**src/rtl/bus_reader_fifo.sv**
```systemverilog
// -----------------------------------------------------------------------------
// bus_reader_fifo
//
// Receive-side end of the shared tri-state data bus. Words placed on the bus
// under a valid/ready handshake are buffered in a small FIFO and presented in
// order to the consumer through a show-ahead read port.
//
// Parameters:
//   WIDTH  bus / data word width in bits
//   DEPTH  number of FIFO entries (power of two, >= 2)
//
// Ports:
//   clock      in   rising-edge clock for all state
//   reset      in   synchronous active-high reset
//   bus_data   in   word currently driven on the shared bus
//   bus_valid  in   driver asserts when bus_data holds a valid word
//   bus_ready  out  reader can accept a word this cycle (= !full)
//   rd_en      in   consumer pops the head entry
//   rd_data    out  head entry (show-ahead), 0 when empty
//   empty      out  FIFO holds 0 entries
//   full       out  FIFO holds DEPTH entries
//   count      out  current occupancy
//   overflow   out  sticky overflow flag
//
// Optional feature:
//   BUS_READER_OVERFLOW_EN  when defined, overflow is set whenever a driver
//                           presents a word while the FIFO is full, and stays
//                           set until reset. When undefined, overflow is tied
//                           to 0.
// -----------------------------------------------------------------------------
module bus_reader_fifo #(
  parameter int WIDTH = 32,
  parameter int DEPTH = 4
) (
  input  logic                     clock,
  input  logic                     reset,
  input  logic [WIDTH-1:0]         bus_data,
  input  logic                     bus_valid,
  output logic                     bus_ready,
  input  logic                     rd_en,
  output logic [WIDTH-1:0]         rd_data,
  output logic                     empty,
  output logic                     full,
  output logic [$clog2(DEPTH):0]   count,
  output logic                     overflow
);

  localparam int AW = $clog2(DEPTH);
  localparam int CW = AW + 1;

  logic [WIDTH-1:0] mem_q [DEPTH];
  logic [AW-1:0]    wr_ptr_q, wr_ptr_d;
  logic [AW-1:0]    rd_ptr_q, rd_ptr_d;
  logic [CW-1:0]    count_q,  count_d;
  logic             push;
  logic             pop;

  // Flags derive only from registered occupancy, so bus_ready has no
  // combinational path from rd_en: a pop while full frees space next cycle.
  assign empty     = (count_q == CW'(0));
  assign full      = (count_q == CW'(DEPTH));
  assign bus_ready = !full;
  assign count     = count_q;

  // Handshake qualification; a pop while empty is simply ignored.
  assign push = bus_valid && !full;
  assign pop  = rd_en && !empty;

  // Show-ahead head entry, forced to zero while empty since memory is not reset.
  assign rd_data = empty ? '0 : mem_q[rd_ptr_q];

  // Next-state for pointers and occupancy.
  always_comb begin
    wr_ptr_d = wr_ptr_q;
    rd_ptr_d = rd_ptr_q;
    count_d  = count_q;
    if (push) begin
      wr_ptr_d = wr_ptr_q + AW'(1);
    end else begin
      wr_ptr_d = wr_ptr_q;
    end
    if (pop) begin
      rd_ptr_d = rd_ptr_q + AW'(1);
    end else begin
      rd_ptr_d = rd_ptr_q;
    end
    case ({push, pop})
      2'b10:   count_d = count_q + CW'(1);
      2'b01:   count_d = count_q - CW'(1);
      default: count_d = count_q;
    endcase
  end

  // Pointer and occupancy registers; reset wins over push and pop.
  always_ff @(posedge clock) begin
    if (reset) begin
      wr_ptr_q <= '0;
      rd_ptr_q <= '0;
      count_q  <= '0;
    end else begin
      wr_ptr_q <= wr_ptr_d;
      rd_ptr_q <= rd_ptr_d;
      count_q  <= count_d;
    end
  end

  // Storage array; the word in flight during a reset cycle is dropped.
  always_ff @(posedge clock) begin
    if (push && !reset) begin
      mem_q[wr_ptr_q] <= bus_data;
    end
  end

`ifdef BUS_READER_OVERFLOW_EN
  logic overflow_q;

  // Sticky record of a driver presenting a word while no space was available.
  always_ff @(posedge clock) begin
    if (reset) begin
      overflow_q <= 1'b0;
    end else if (bus_valid && full) begin
      overflow_q <= 1'b1;
    end else begin
      overflow_q <= overflow_q;
    end
  end

  assign overflow = overflow_q;
`else
  assign overflow = 1'b0;
`endif

endmodule
```
**config.mk**
```make
export PLATFORM = sky130hd
export DESIGN_NAME = bus_reader_fifo
export DESIGN_NICKNAME = d
export VERILOG_FILES = /design/src/rtl/bus_reader_fifo.sv
export SDC_FILE = /design/constraint.sdc
export NUM_CORES = 1
export LEC_CHECK = 0
export ABC_AREA = 1
export BUFFER_PORTS_ARGS = -buffer_cell sky130_fd_sc_hd__clkbuf_2
export CORE_ASPECT_RATIO = 1.2
export CORE_MARGIN = 2
export CORE_UTILIZATION = 25
export CTS_CLUSTER_SIZE = 28
export DETAILED_ROUTE_END_ITERATION = 10
export GPL_ROUTABILITY_DRIVEN = 0
export SLEW_MARGIN = 10
export SYNTH_ARGS = -nofsm -noshare
export SYNTH_HDL_FRONTEND = slang
export SYNTH_SLANG_ARGS = --single-unit
```
**constraint.sdc**
```tcl
create_clock -name clock -period 7 [get_ports clock]
set_input_delay 0.35 -clock clock [delete_from_list [all_inputs] [get_ports clock]]
set_output_delay 0.35 -clock clock [all_outputs]
set_load 0.01 [all_outputs]
```
==> results.txt <==
- Total number of nets in the final design: 567
- Slew HR: 24.10%
- Filler Cells Inserted: 2190
* Lkg Pwr: 0.002421 uW
* Port Buffer Count: 73
- Number of global-route vias before repair: 3492
- The min-delay analysis places its worst path in the category primary input to flip-flop.
- MaxCap Viol Count: 0
- Peak per-stage delay on the critical path: 0.77 ns
- The first TritonRoute pass finished after 4 iterations.
- Yosys synthesis warning count: 0
- Final hold vios: 0
- Part of the total power dissipated in the clock network: 34.9%
* Slowest cell on the critical path: sky130_fd_sc_hd__dfxtp_2
- After detailed routing, the number of remaining DRC violations is 0.
- The library cell used most frequently in the layout, excluding fill and tap cells, is sky130_fd_sc_hd__nor2_1.
* Netlist area before placement: 5478 um2
- Sum of negative setup slack: 0 ns
* Arrival time of data at the critical path endpoint: 2.69 ns
* Share of the core filled with cells: 30.87%
- After synthesis the netlist holds a flip-flop and latch count of 137.
- Summing the sequential cell areas from Yosys gives 73.46% of the chip area.
* Share of Yosys cell area claimed by the top area cell type: between 70% and 80%
- Via density per instance: 4.208
* Antenna Nets Post-Route: 0
* Shortest period the worst path allows: 3.037 ns
- In the global route stage, overall resource usage came out at between 10 and 15%.
* Quantity of gates resized following cts: 0
- Setup repair after global routing left no endpoint under its margin.
* Seq pwr share: 38.8%
- Total half-perimeter wirelength after legalization and detailed placement: 7.605 mm
* Cell chosen for the clock root: sky130_fd_sc_hd__clkbuf_16
- Clock Latency Late Sink: 0.42 ns
* Required arrival time at the worst endpoint: 6.65 ns
- In this run, the number of DRC markers left after iteration 0 of detailed routing was ~180.
- Via count: ~3400
- For this design the total switching power over the nets is 832.0 uW.
- Relative area change from synthesis to final layout: 21.90%
- Of the total power, the share spent switching nets is 32.94%.
- Across the routed clock network, the largest skew measured is 0.007869 ns.
- Critical path buffer and inverter count: 3
- Static timing analysis puts the maximum clock frequency at 329.3 MHz.
- The first global-routing pass estimated about 19 mm of wire.
- Worst slack on hold paths: 0.1381 ns
* Congestion Overflow GR: 0
* Die height: between 150 and 200 um
* Critical path peak fanout: 33
- The number of max-slew violations in the final report was 0.
* Tot Pwr: 2526 uW
* Wire length after detailed routing: 12.33 mm
- After synthesis, the netlist uses 19 different library cells.
- Largest delay share family, worst path: buffers and inverters
* Hold-fix buffers, CTS: 0
- Counting along the longest clock path gives a buffer depth of 2.
- The total area inside the core boundary comes to 21630 um2.
- Once the clock tree was built, the setup fixing pass inserted 0 buffers.
- A synthesized cell averages 12.07 um2.
- Clock-pin slew was measured on the worst setup and hold paths at about 0.06 ns.
- Top-Level Pins: 75
- TritonCTS created 17 clock buffers.
- After synthesis, the cell types taking the most area are sky130_fd_sc_hd__edfxtp_1 (70%), sky130_fd_sc_hd__nor2_1 (9.7%), sky130_fd_sc_hd__o21ai_1 (4.1%).
* Layout cells sized above 1: a little over a fifth
* Clock tree from TritonCTS: done
- Clock tree synthesis found a total of 137 sinks.
- Series of cell instances along the critical path: inv_1 > buf_4 > nor2_1 > o21ai_1 > a21oi_1 > clkbuf_2
- Die outline area: 23120 um2
- Share of the clock period used by the worst path after layout: 43.38%
* Largest net degree at the start of global routing: 65
- Mapped Nets: 496
* Pwr Density: about 380 nW/um2
* Initial Utilization: 25.33%
- Worst-case vdd ir drop: between 150 and 200 uV
* Depth of the CTS H-tree: 4
- Synthesis produced a netlist whose cell count is between 400 and 500.
* Width of the chip: 139.1 um
- Post-DR wirelength/cell: roughly 15 um
- Of the total power, combinational logic draws 26.4%.
- Cell Rows: 59
- Critical Setup Path Class: flip-flop to output port
- Antenna violations before repair: 1
* Total internal power: 1694 uW
- The biggest area contributor in the post-synthesis netlist is sky130_fd_sc_hd__edfxtp_1.
- Worst slew pin tran: about 1.1 ns
* Number of setup violations in the final report: 0
- Kind of end point of the critical path: output port
* Startpoint type of the worst setup path: flip-flop
* Commonest cells after routing, fill and taps aside: sky130_fd_sc_hd__nor2_1 (137), sky130_fd_sc_hd__edfxtp_1 (128), sky130_fd_sc_hd__clkbuf_2 (73)
* Run status: completed
[path summary, 6_finish.rpt]
kind                       startpoint                     end  slack, ns  cells after the start
max                         flip-flop              rd_data[0]       3.96                      6
min                             reset               flip-flop       0.14                      2
max reg2reg     count[1]$_SDFFE_PP0P_  mem_q[3][20]$_DFFE_PP_       4.63                      6
min reg2reg  rd_ptr_q[1]$_SDFFE_PP0P_               flip-flop       0.52                      2
[area by class of cell]
class / instances / area [um2] / area share, %
Sequential cell: 137 / 4026 / 60.30
Multi-Input combinational cell: 271 / 1245 / 18.64
Clock buffer: 17 / 425.4 / 6.371
Timing Repair Buffer: 76 / 387.9 / 5.809
Tap cell: 274 / 342.8 / 5.134
Clock inverter: 15 / 165.2 / 2.473
Inverter: 22 / 82.58 / 1.237
Antenna cell: 1 / 2.502 / 0.03747
[power by group through the flow]
stage	registers, uW	logic, uW	clock network (uW)
global route	985	754	936
detailed placement	998	689	0
global placement	997	686	0
CTS	980	691	901
floorplan	988	437	0
finish	979	666	881
[through the flow]
stage                     std cells  worst slack [ns]  instance area [um2]
after floorplan                 454             4.225                 5478
after global placement          780             4.423                 6085
after detailed placement        780             4.379                 6085
after CTS                       812             3.919                 6675
after global routing            812             3.771                 6675
final                           813             3.963                 6678
[routing by layer]
| layer | global-route usage [%] | share of wire [%] | vias up |
|---|---|---|---|
| met5 | 0 | 0 | - |
| met2 | 20.09 | 55 | 65 |
| li1 | - | - | 1720 |
| met4 | 4.743 | 1.8 | 0 |
| met1 | 11.75 | 39 | 1623 |
| met3 | 3.258 | 3.6 | 13 |
[sequential cells by signal, summed over array words and instances, names as in the netlist, named ones only]
name      count
count         3
wr_ptr_q      2
mem_q       128
rd_ptr_q      2
[Yosys cell counts, drive strengths merged]
cell and count:
inv 22, nand3b 1, buf 17, nand2 15, o21ai 66, fa 1, conb 1, nor2 141
nand3 4, edfxtp 128, ha 5, clkbuf 7, dfxtp 9, a21oi 37
[cells by family after synthesis]
kind of cell | share of synthesized area (%)
AO/OA/AOI/OAI | 9.411
other | 0.06846
flip-flops | 73.46
adder cells (fa/ha/maj) | 1.508
buffers and inverters | 4.363
AND/OR/NAND/NOR | 11.19
(Power assumes the default switching activity.)
